**src/rtl/regfile_pkg.sv**
```systemverilog
// rtl/regfile_pkg.sv - shared widths, depth and FSM state type for the register-file reader
package regfile_pkg;

  localparam int RF_ADDR_W = 5;
  localparam int RF_DATA_W = 32;
  localparam int RF_DEPTH  = 32;

  typedef enum logic [1:0] {
    IDLE = 2'd0,
    LOAD = 2'd1,
    SEND = 2'd2,
    DONE = 2'd3
  } rdr_state_t;

endpackage

```
**src/rtl/regfile_reader.sv**
```systemverilog
// rtl/regfile_reader.sv - streams a register-file address range out on a valid/ready port (optional REGFILE_READER_CHECKSUM_EN)
module regfile_reader #(
  parameter int ADDR_W = regfile_pkg::RF_ADDR_W,
  parameter int DATA_W = regfile_pkg::RF_DATA_W
) (
  input  logic              CLK,
  input  logic              RST,
  input  logic              start,
  input  logic [ADDR_W-1:0] first,
  input  logic [ADDR_W-1:0] last,
  output logic [ADDR_W-1:0] RA,
  input  logic [DATA_W-1:0] RD,
  output logic              out_valid,
  input  logic              out_ready,
  output logic [DATA_W-1:0] out_data,
  output logic [ADDR_W-1:0] out_addr,
  output logic              busy,
  output logic              done,
  output logic [DATA_W-1:0] checksum
);

  import regfile_pkg::*;

  rdr_state_t        state, state_nxt;
  logic [ADDR_W-1:0] cnt;
  logic [ADDR_W-1:0] last_q;
  logic              accept;
  logic              handshake;
  logic              at_last;

  assign accept    = (state == IDLE) && start;
  assign handshake = (state == SEND) && out_valid && out_ready;
  assign at_last   = (cnt == last_q);

  // The counter doubles as the read address, so RA naturally holds outside LOAD.
  assign RA   = cnt;
  assign busy = (state != IDLE);
  assign done = (state == DONE);

  // State register
  always_ff @(posedge CLK or posedge RST) begin
    if (RST) state <= IDLE;
    else     state <= state_nxt;
  end

  // Next-state logic
  always_comb begin
    state_nxt = state;
    case (state)
      IDLE: if (start) state_nxt = LOAD;
      LOAD: state_nxt = SEND;
      SEND: if (handshake) state_nxt = at_last ? DONE : LOAD;
      DONE: state_nxt = IDLE;
      default: state_nxt = IDLE;
    endcase
  end

  // Address counter, latched range end and the output word register
  always_ff @(posedge CLK or posedge RST) begin
    if (RST) begin
      cnt       <= '0;
      last_q    <= '0;
      out_valid <= 1'b0;
      out_data  <= '0;
      out_addr  <= '0;
    end else begin
      case (state)
        IDLE: begin
          if (start) begin
            cnt    <= first;
            last_q <= last;
          end
        end
        LOAD: begin
          out_data  <= RD;
          out_addr  <= cnt;
          out_valid <= 1'b1;
        end
        SEND: begin
          if (handshake) begin
            out_valid <= 1'b0;
            if (!at_last) cnt <= cnt + 1'b1;
          end
        end
        default: ;
      endcase
    end
  end

`ifdef REGFILE_READER_CHECKSUM_EN
  logic [DATA_W-1:0] csum_q;

  // Running XOR of every accepted word, cleared when a new dump starts
  always_ff @(posedge CLK or posedge RST) begin
    if (RST)            csum_q <= '0;
    else if (accept)    csum_q <= '0;
    else if (handshake) csum_q <= csum_q ^ out_data;
  end

  assign checksum = csum_q;
`else
  assign checksum = '0;
`endif

endmodule

```
**config.mk**
```make
export PLATFORM = sky130hd
export DESIGN_NAME = regfile_reader
export DESIGN_NICKNAME = d
export VERILOG_FILES = /design/src/rtl/regfile_pkg.sv /design/src/rtl/regfile_reader.sv
export SDC_FILE = /design/constraint.sdc
export NUM_CORES = 1
export LEC_CHECK = 0
export CAP_MARGIN = 20
export CORE_MARGIN = 3
export CORE_UTILIZATION = 35
export CTS_CLUSTER_DIAMETER = 200
export CTS_CLUSTER_SIZE = 10
export DETAILED_ROUTE_END_ITERATION = 10
export PLACE_DENSITY = 0.75
export SETUP_SLACK_MARGIN = 0.3
export SYNTH_ARGS = -nofsm -noshare
export SYNTH_HDL_FRONTEND = slang
export SYNTH_SLANG_ARGS = --single-unit
```
**constraint.sdc**
```tcl
create_clock -name CLK -period 1.61 [get_ports CLK]
set_input_delay 0.322 -clock CLK [delete_from_list [all_inputs] [get_ports CLK]]
set_output_delay 0.322 -clock CLK [all_outputs]
set_load 0.01 [all_outputs]
```
======== After elaboration in Yosys (flattened, before gate mapping) ========
Cells that the tools add are included.
operators by class
  eq/ne operators ......................... 7
  shift operators ......................... 0
  muxes and demuxes ....................... 10
  bitwise operators ....................... 0
  multiply operators ...................... 0
  $lt $le $gt $ge ......................... 0
  add/subtract/negate cells ............... 1
  div/mod/pow operators ................... 0
  reduce and logical (&&, ||, !) cells .... 10
operators by type and width
  kind                                            count
  two-way mux 5 bit                               3
  one-hot mux 5 bit (2 select lines)              1
  one-hot mux 2 bit (4 select lines)              1
  two-way mux 2 bit                               3
  != test 2 bit (second input constant)           3
  AND reduction 2 bit                             3
  nonzero test 2 bit                              3
  adder 5 x 1 -> 5 bit (second input constant)    1
  == test 5 bit                                   1
  == test 2 bit (second input constant)           2
  AND reduction 4 bit                             1
  == test 2 x 1 -> 1 bit (second input constant)  1
  logical AND 1 bit                               2
  zero test 2 bit                                 1
  one-hot mux 1 bit (2 select lines)              1
  two-way mux 1 bit                               1
word-level totals
  latch bits .............................. 0
  register bits after elaboration ......... 50
  output and inout port bits .............. 77
  RAM bits ................................ 0
  memories ................................ 0
  bits of input ports ..................... 46
  bits in read-only memories .............. 0

======== Logic depth before layout (Yosys ltp) ========
Gate-level depths: netlist of the first run.
  word-level depth ........................ 5
  gate-level depth with buffers ........... 6
  mapped depth without buffers ............ 6

======== Worst setup path before layout of the first run ========
Ideal clock, no wire load.
  kind .................................... register to register
  start point ............................. register cnt[4] (netlist: RA[4])
  end point ............................... register cnt[2] (netlist: RA[2])
  data arrival time ....................... 1.300 ns
  slack ................................... 0.180 ns
  library setup time ...................... 0.129 ns
  cell stages (with the launch flop) ...... 6
  path buffers ............................ 0
  path through ............................ dfrtp_1 xor2_1 nor3_2 nand2_2 a311oi_1 a21oi_1
between the ends
  cells in the longest elaborated chain, start to end .. 3
RTL lines
  element                               line                  source
  start, declared                       regfile_reader.sv:25  logic [ADDR_W-1:0] cnt;
  start signal, assigned                regfile_reader.sv:70  cnt <= first;
  start signal, assigned                regfile_reader.sv:82  if (!at_last) cnt <= cnt + 1'b1;
  == test 5 bit                         regfile_reader.sv:33  assign at_last = (cnt == last_q);
  != test 2 bit (no source line)        n/a
  AND reduction 4 bit (no source line)  n/a
Every way passes these cells.
A chain may end at the register's enable or synchronous reset.

======== Final worst setup path of the first run ========
  start point ............................. register state[1]
  end point ............................... register last_q[1]
between the ends
  cells in the longest elaborated chain, start to end .. 2
RTL lines
  element                               line                  source
  start, declared                       regfile_reader.sv:24  rdr_state_t state, state_nxt;
  start signal, assigned                regfile_reader.sv:43  else state <= state_nxt;
  zero test 2 bit                       regfile_reader.sv:67  case (state)
  AND reduction 2 bit (no source line)  n/a
  end signal, assigned                  regfile_reader.sv:71  last_q <= last;
  end, declared                         regfile_reader.sv:26  logic [ADDR_W-1:0] last_q;
Every way passes these cells.

==> reports/qor.txt, run 1 <==
# DRC = 0
via density per instance = 4.51
Crit Path Max Fanout = 6
Worst setup EP type = flop
CP required = 1.80 ns
reg2reg start = state[1]
fin area = 0.00390 mm^2
Syn Area/Cell = 12.8 um^2
synth warn = 0
Via Count = 1772
Non-Filler Instances = 393
Clock Path Buffers = 2
Die ar. = 0.00765 mm^2
status = completed
Antenna diodes = 0
placed inst area = 0.00335 mm^2
GPL Wtd Cong = 0.750
skew final = 0.00412 ns
I/O pins = 123
Final Critical Period = 1.56 ns
Max Cap Viol = 0
chip width = 87.5 um
fin crit share = 0.967
GRT Residual Overflow = 0
met3 Track Usage GR = 0.0568
worst r2r dst = last_q[1]
Root Driver = clkbuf_8
worst reg-to-reg path cell count = 5
most frequent cells in the layout = clkdlybuf4s50_1, dfrtp_1, clkdlybuf4s15_1
DRT Pass-1 Iters = 4
max-slew violation count = 0
clock sinks = 50
Worst-Skew Late Latency = 0.30 ns
crit path DAT = 1.75 ns
share of cells above drive strength 1 = 0.399
Setup CP Type = reg2reg
CP startpoint kind = flop
RSZ-0062 raised after global routing = true
PwrDens = 1960 mW/mm^2
final hold vios = 0
total CTS buffers = 5
initial DRC count = 63
placed insts = 354
CTS HTree Levels = 2
routed len/inst = 14.6 um
initial core utilization = 0.364
Lkg Pwr = 1.77 nW
grt peak-use layer = met2
DP HPWL = 3.78 mm
num rows = 29
Layout Nets = 362
M2 GR Usage = 0.240
post-detailed-route count of antenna-violating nets = 0
Critical Path Max Stage Delay = 0.42 ns
Total Routing Usage GR = 0.148
Seq/Total Area, Yosys = 0.539
synthesized area = 0.00232 mm^2
Mapped Cells = 181
ranking of synthesized cells by area = dfrtp_1, mux2_2, buf_4
WL final = 5.73 mm
VDD IR-drop max = 1.26 mV
Unique masters post-synth = 33
Final Setup Violations = 0
CTS clk-pin slew, worst paths = 0.09 ns
register-to-register setup slack = 0.05 ns
worst path cell trace = buf_6, nand2b_4, a21o_4, nor2_4, mux2_4
Port Buffer Count = 90
number of global-route vias before repair = 1804
Slowest cell on crit path = dfrtp_1
CTS tree = done
largest net degree at the start of global routing = 38
f_max = 642 MHz
GRT met1 Usage = 0.183
DIE HEIGHT = 87.5 um
top-area cell type share of the netlist area = 0.539
first-pass GRT wire length = 8.76 mm
Area Overhead vs Synth = 67.8%
Hold Buf Count CTS = 0
Hold Crit Class = in2async
Core Footprint = 0.00639 mm^2
area leader, netlist = dfrtp_1
initial antenna violation count = 0
synthesized flop and latch total = 50
[worst max-delay path: cells and delay by family (launching register included)]
kind	cells	cell delay [ns]
compound gates	1	0.22
flops	1	0.42
buf+inv	1	0.13
simple gates	2	0.35
mux	1	0.33
[Yosys cell counts]
master	number
dfrtp_1	50
mux2_2	42
buf_4	33
a21oi_1	5
nor2_1	5
xor2_1	5
nand3_1	4
buf_2	3
nand2_1	3
a21o_2	2
and3_1	2
inv_1	2
nand2b_1	2
nor2b_1	2
o21ai_0	2
o2bb2ai_1	2
a22oi_1	1
a311oi_1	1
a31oi_1	1
a41o_1	1
and2_0	1
and2_1	1
clkbuf_1	1
conb_1	1
ha_1	1
mux2i_1	1
nand2_2	1
nand4_1	1
nor2_4	1
nor3_1	1
nor3_2	1
o21bai_1	1
or2_2	1
[through the flow]
stage,power (W),hold slack [ns],setup WS (ns),utilization,TNS (ns)
2_1_floorplan,0.00423,0.364,0.224,-,0
3_3_place_gp,0.00583,0.489,-0.196,0.524,-1.63
3_5_place_dp,0.00592,0.491,-0.221,0.524,-1.91
4_1_cts,0.00732,0.423,0.0569,0.592,0
5_1_grt,0.00818,0.447,-0.0172,0.611,-0.0279
6_report,0.00766,0.432,0.0534,0.611,0
[cells by family (layout without fill, tap and decap cells)]
kind of cell               Yosys count  in the layout  synth area share
AOI/OAI and AO/OA                   16             16            0.0474
xor gates and xnor gates             5              5            0.0188
adders and majority gates            1              1           0.00538
buffers and inverters               39            143             0.118
DFF                                 50             50             0.539
muxes                               43             43             0.208
other                                1             32           0.00161
and+or+nand+nor                     26             26            0.0625
[report_power, final]
part / switching, W / internal (W) / total (W) / leakage, nW
sequential: 0.000393 / 0.00192 / 0.00231 / 0.586
combinational: 0.00178 / 0.00281 / 0.00460 / 1.13
clock: 0.000401 / 0.000348 / 0.000749 / 0.0482
total: 0.00258 / 0.00508 / 0.00766 / 1.77
[metal layers]
| layer | vias to the layer above | part of all wire | routed length [um] |
|---|---|---|---|
| met5 | - | 0 | 0 |
| li1 | 825 | - | - |
| met2 | 79 | 0.50 | 2870 |
| met1 | 864 | 0.39 | 2240 |
| met4 | 0 | 0.0082 | 47 |
| met3 | 4 | 0.10 | 573 |
[final cells by class]
type	count	area, um^2
Fill cell	516	2490
Timing Repair Buffer	133	1380
Sequential cell	50	1260
Multi-Input combinational cell	123	1060
Tap cell	77	96.3
Clock buffer	7	86.3
Inverter	2	16.3
Clock inverter	1	5.00
[sequential cells by signal, indices dropped and copies added, names as in the netlist]
signal / flops
out_addr: 5
state: 2
RA: 5
out_valid: 1
last_q: 5
out_data: 32
[worst max path at each step]
| stage | start | slack (ns) | cells after the start | end |
|---|---|---|---|---|
| 6_report | state[1] | 0.05 | 5 | last_q[1] |
| 4_1_cts | state[1] | 0.06 | 5 | last_q[4] |
| 2_1_floorplan | state[1] | 0.22 | 4 | last_q[0] |
| 5_1_grt | RA[4] | -0.02 | 6 | RA[2] |
| 3_5_place_dp | out_ready | -0.22 | 5 | last_q[4] |
| 3_3_place_gp | out_ready | -0.20 | 5 | last_q[4] |
[repair_timing]
item                                   CTS  global route
setup buffers                           23             4
gates cloned                             4             0
pin swaps                                3             3
endpoints found under the hold margin    0             0
setup endpoints to repair               92            88
resized for setup                      103            47
(Power assumes the default switching activity.)
==> run 2: changes to the inputs <==
--- a/config.mk
+++ b/config.mk
@@ -7,12 +7,13 @@
 export LEC_CHECK = 0
 export CAP_MARGIN = 20
 export CORE_MARGIN = 3
-export CORE_UTILIZATION = 35
+export CORE_UTILIZATION = 42
 export CTS_CLUSTER_DIAMETER = 200
 export CTS_CLUSTER_SIZE = 10
 export DETAILED_ROUTE_END_ITERATION = 10
-export PLACE_DENSITY = 0.75
+export PLACE_DENSITY = 0.84
 export SETUP_SLACK_MARGIN = 0.3
+export SLEW_MARGIN = 20
 export SYNTH_ARGS = -nofsm -noshare
 export SYNTH_HDL_FRONTEND = slang
 export SYNTH_SLANG_ARGS = --single-unit
==> constraint.sdc (replaced) <==
create_clock -name CLK -period 1.8 [get_ports CLK]
set_input_delay 0.36 -clock CLK [delete_from_list [all_inputs] [get_ports CLK]]
set_output_delay 0.36 -clock CLK [all_outputs]
set_load 0.01 [all_outputs]
==> reports/qor.txt, run 2 (synthesis gave the netlist of run 1 again) <==
status = completed
max reg flops = 32 (unchanged)
RSZ-0062 raised after global routing = true
CTS tree = done
placed insts = 340 (-4.0%)
skew final = 0.00790 ns (+0.00378 ns)
CTS clk-pin slew, worst paths = 0.09 ns (about the same)
Largest Register = out_data
chip width = 80.4 um (-8.1%)
fin area = 0.00352 mm^2 (-9.6%)
GRT Residual Overflow = 0 (unchanged)
reg2reg start = state[1]
Max Cap Viol = 0 (unchanged)
initial core utilization = 0.444 (+0.0798)
Root Driver = clkbuf_8
GRT met1 Usage = 0.199 (+0.0157)
DP Worst Slack = -0.0474 ns (+0.173 ns)
WL final = 5.49 mm (-4.2%)
area of the multi-input gates = 985 um^2 (-7.0%)
CP Launch Point = state[1]
fin crit share = 0.886 (-0.0811)
M2 GR Usage = 0.253 (+0.0136)
Hold Crit Class = in2async
grt peak-use layer = met2
Crit Path Max Fanout = 6 (unchanged)
Antenna diodes = 0 (unchanged)
most frequent cells in the layout = clkdlybuf4s50_1, dfrtp_1, dlygate4sd2_1
Critical Path Max Stage Delay = 0.44 ns (+0.02 ns)
routed len/inst = 15.2 um (+4.0%)
commonest non-fill, non-tap cell in the layout = clkdlybuf4s50_1
Layout Nets = 338 (-6.6%)
PwrDens = 1740 mW/mm^2 (-11%)
Via Count = 1703 (-3.9%)
placed inst area = 0.00324 mm^2 (-3.3%)
clock sinks = 50 (unchanged)
DRT Pass-1 Iters = 4 (unchanged)
met3 Track Usage GR = 0.0785 (+0.0217)
I/O pins = 123 (unchanged)
final hold vios = 0 (unchanged)
Die ar. = 0.00646 mm^2 (-16%)
Setup CP Type = reg2reg
initial antenna violation count = 0 (unchanged)
Core Footprint = 0.00524 mm^2 (-18%)
f_max = 627 MHz (-2.4%)
Area Overhead vs Synth = 51.7%
CP required = 1.99 ns (+0.19 ns)
Register Area = 0.00126 mm^2 (about the same)
initial DRC count = 85 (+35%)
CP startpoint kind = flop
Slowest cell on crit path = dfrtp_2
via density per instance = 4.70 (+4.3%)
num rows = 26 (-10%)
first-pass GRT wire length = 8.03 mm (-8.3%)
Hold Buf Count CTS = 0 (unchanged)
VDD IR-drop max = 0.904 mV (-28%)
Final Setup Violations = 0 (unchanged)
max-slew violation count = 0 (unchanged)
post-detailed-route count of antenna-violating nets = 0 (unchanged)
DIE HEIGHT = 80.4 um (-8.1%)
Worst setup EP type = flop
Final WS setup = 0.206 ns (+0.152 ns)
Worst-Skew Late Latency = 0.30 ns (about the same)
Final Critical Period = 1.59 ns (+0.0378 ns)
Non-Filler Instances = 362 (-7.9%)
Lkg Pwr = 1.62 nW (-8.4%)
GPL Wtd Cong = 0.766 (+2.2%)
Clock Path Buffers = 2 (unchanged)
DP HPWL = 3.60 mm (-4.7%)
largest net degree at the start of global routing = 51 (+34%)
worst path cell trace = buf_6, nand2b_4, a21o_4, nor2_4, mux2_4
number of global-route vias before repair = 1643 (-8.9%)
Total Routing Usage GR = 0.165 (+0.0172)
fill cell total of the finished layout = 409 (-21%)
total CTS buffers = 5 (unchanged)
share of cells above drive strength 1 = 0.318 (-0.0802)
crit path DAT = 1.78 ns (+0.03 ns)
# DRC = 0 (unchanged)
Port Buffer Count = 90 (unchanged)
CTS HTree Levels = 2 (unchanged)
[run 2: cell count changes in the layout (fill, tap and decap cells not counted), moves of 3 or more]
cell | before | now
buf_4 | 24 | 13
mux2_2 | 29 | 37
dlygate4sd2_1 | 0 | 43
clkdlybuf4s15_1 | 37 | 0
buf_16 | 3 | 0
buf_6 | 14 | 4
mux2_4 | 13 | 5
buf_2 | 3 | 0
[run 2: through the flow]
stage	hold slack (ns)	total power, W	setup TNS [ns]	utilization
2_1_floorplan	0.402	0.00364	0	-
3_3_place_gp	0.488	0.00499	-0.110	0.618
3_5_place_dp	0.494	0.00507	-0.198	0.618
4_1_cts	0.469	0.00586	0	0.650
5_1_grt	0.498	0.00651	0	0.673
6_report	0.466	0.00614	0	0.673
[run 2: report_power, final]
group	internal, W	switching, W	leakage, nW
Sequential	0.00172	0.000317	0.585
Combinational	0.00174	0.00140	0.961
Clock	0.000592	0.000367	0.0714
[run 2: final timing paths]
kind | end | slack, ns | depth (start not counted)
max | last_q[1] | 0.21 | 5
min | out_data[7] | 0.47 | 3
max reg2reg | last_q[1] | 0.21 | 5
min reg2reg | out_data[30] | 0.50 | 1
max in group asynchronous | RA[2] | 1.08 | 3
min in group CLK | out_data[30] | 0.50 | 1
[run 2: what timing repair did]
item | 4_1_cts | 5_1_grt
gates cloned | 0 | 1
gates resized for setup | 57 | 19
setup buffers | 8 | 5
pin swaps | 3 | 10
setup endpoints to repair | 53 | 44
[run 2: cell type report]
type | count | share of cell area
inverters | 2 | 0.00319
flip-flops and latches | 50 | 0.357
well taps | 70 | 0.0248
clock buffers | 6 | 0.0234
multi-input cells | 123 | 0.279
clock inverters | 2 | 0.0170
repair buffers | 109 | 0.295
[run 2: metal layers]
layer	part of all wire	vias up
met4	0.014	0
met2	0.49	79
li1	-	786
met3	0.10	6
met5	0	-
met1	0.40	832
[run 2: worst max-delay path: cells and delay by family (launching register included)]
family                 cells  cell delay [ns]
DFF                        1             0.44
and+or+nand+nor            2             0.35
buffers and inverters      1             0.14
AOI/OAI and AO/OA          1             0.23
muxes                      1             0.33
==> run 3: changes to the inputs <==
--- a/config.mk
+++ b/config.mk
@@ -11,6 +11,7 @@
 export CTS_CLUSTER_DIAMETER = 200
 export CTS_CLUSTER_SIZE = 10
 export DETAILED_ROUTE_END_ITERATION = 10
+export GPL_TIMING_DRIVEN = 0
 export PLACE_DENSITY = 0.84
 export SETUP_SLACK_MARGIN = 0.3
 export SLEW_MARGIN = 20
==> reports/qor.txt, run 3 (synthesis gave the netlist of run 1 again) <==
status = completed
placed insts = 372 (+9.4%)
chip width = 80.4 um (unchanged)
# DRC = 0 (unchanged)
Core Footprint = 0.00524 mm^2 (unchanged)
Worst Setup EP = last_q[0]
VDD IR-drop max = 0.998 mV (+10%)
number of global-route vias before repair = 1828 (+11%)
CTS tree = done
CP required = 1.99 ns (about the same)
initial DRC count = 40 (-53%)
largest net degree at the start of global routing = 51 (unchanged)
Lkg Pwr = 1.79 nW (+11%)
initial core utilization = 0.444 (unchanged)
Crit Path Max Fanout = 6 (unchanged)
DP HPWL = 4.05 mm (+13%)
total CTS buffers = 5 (unchanged)
Area Overhead vs Synth = 61.0%
crit path DAT = 1.76 ns (-0.02 ns)
reg2reg start = state[1]
Die ar. = 0.00646 mm^2 (unchanged)
DRT Pass-1 Iters = 4 (unchanged)
clock sinks = 50 (unchanged)
fin area = 0.00374 mm^2 (+6.1%)
TNS Setup = 0 ns (unchanged)
worst reg-to-reg path cell count = 5 (unchanged)
CTS clk-pin slew, worst paths = 0.09 ns (about the same)
worst r2r dst = last_q[0]
GPL Wtd Cong = 0.809 (+5.7%)
f_max = 637 MHz (+1.6%)
max reg flops = 32 (unchanged)
register-to-register setup slack = 0.23 ns (+0.03 ns)
fin crit share = 0.872 (-0.0141)
initial antenna violation count = 0 (unchanged)
Final Core Density = 0.714 (+0.0411)
Final Critical Period = 1.57 ns (-0.0254 ns)
CTS HTree Levels = 2 (unchanged)
share of cells above drive strength 1 = 0.385 (+0.0668)
num rows = 26 (unchanged)
Clock Path Buffers = 2 (unchanged)
GRT Residual Overflow = 0 (unchanged)
RSZ-0062 raised after global routing = true
Setup CP Type = reg2reg
worst hold margin = 0.396 ns (-0.0707 ns)
Largest Register = out_data
Total Routing Usage GR = 0.180 (+0.0152)
skew final = 0.0104 ns (+0.00247 ns)
Via Count = 1807 (+6.1%)
I/O pins = 123 (unchanged)
Worst-Skew Late Latency = 0.30 ns (about the same)
Final Setup Violations = 0 (unchanged)
post-detailed-route count of antenna-violating nets = 0 (unchanged)
Port Buffer Count = 90 (unchanged)
fill cell total of the finished layout = 401 (-2.0%)
placed inst area = 0.00343 mm^2 (+6.1%)
via density per instance = 4.55 (-3.2%)
DIE HEIGHT = 80.4 um (unchanged)
Layout Nets = 373 (+10%)
first-pass GRT wire length = 8.92 mm (+11%)
final hold vios = 0 (unchanged)
CP Launch Point = state[1]
max-slew violation count = 0 (unchanged)
most frequent cells in the layout = dfrtp_1, buf_4, clkdlybuf4s50_1
Non-Filler Instances = 397 (+9.7%)
Max Cap Viol = 0 (unchanged)
commonest non-fill, non-tap cell in the layout = dfrtp_1
Worst setup EP type = flop
Hold Crit Class = in2reg
Antenna diodes = 0 (unchanged)
CP startpoint kind = flop
WL final = 5.73 mm (+4.3%)
Root Driver = clkbuf_8
PwrDens = 1620 mW/mm^2 (-7.3%)
routed len/inst = 14.4 um (-4.9%)
## run 3: where the power goes
part	switching (W)	total (W)	internal [W]
Clock	0.000384	0.000801	0.000417
Sequential	0.000344	0.00205	0.00171
Combinational	0.00139	0.00318	0.00179
Total	0.00212	0.00604	0.00392
## run 3: worst min path at each step
| stage | depth (start not counted) | end | from |
|---|---|---|---|
| final | 2 | out_valid | out_ready |
| after CTS | 2 | out_valid | out_ready |
| after global routing | 2 | out_valid | out_ready |
| after detailed placement | 1 | out_data[22] | out_data[22] |
| after global placement | 1 | out_data[26] | out_data[26] |
| after floorplan | 1 | RA[0] | RST |
## run 3: cell type report
class,count,area (um^2),area share
clock buffers,5,68.8,0.0184
multi-input cells,123,997,0.267
flip-flops and latches,50,1260,0.336
plain buffers,37,279,0.0746
clock inverters,3,43.8,0.0117
repair buffers,107,996,0.266
well taps,70,87.6,0.0234
inverters,2,11.3,0.00301
## run 3: metal layers
| layer | track usage | wire [um] | vias to the layer above |
|---|---|---|---|
| met1 | 0.215 | 2150 | 865 |
| met3 | 0.0605 | 558 | 8 |
| met2 | 0.305 | 2940 | 86 |
| met5 | 0 | 0 | - |
| li1 | - | - | 848 |
| met4 | 0.0574 | 83 | 0 |
## run 3: repair_timing
action / in CTS / in global routing
setup endpoints to repair: 61 / 50
hold buffers: 0 / 0
setup buffers: 14 / 2
resized for setup: 62 / 24
pin swaps: 5 / 2
## run 3: critical path, stage by stage (launching register included)
cell and delay (ns):
dfrtp_1 0.42, buf_6 0.14, nand2b_4 0.13, a21o_4 0.22, nor2_4 0.22, mux2_4 0.33
## run 3: metrics by stage
stage          worst slack [ns]  total power (W)
2_1_floorplan             0.370          0.00364
3_3_place_gp            -0.0867          0.00499
3_5_place_dp            -0.0952          0.00511
4_1_cts                   0.140          0.00588
5_1_grt                   0.169          0.00645
6_report                  0.231          0.00604
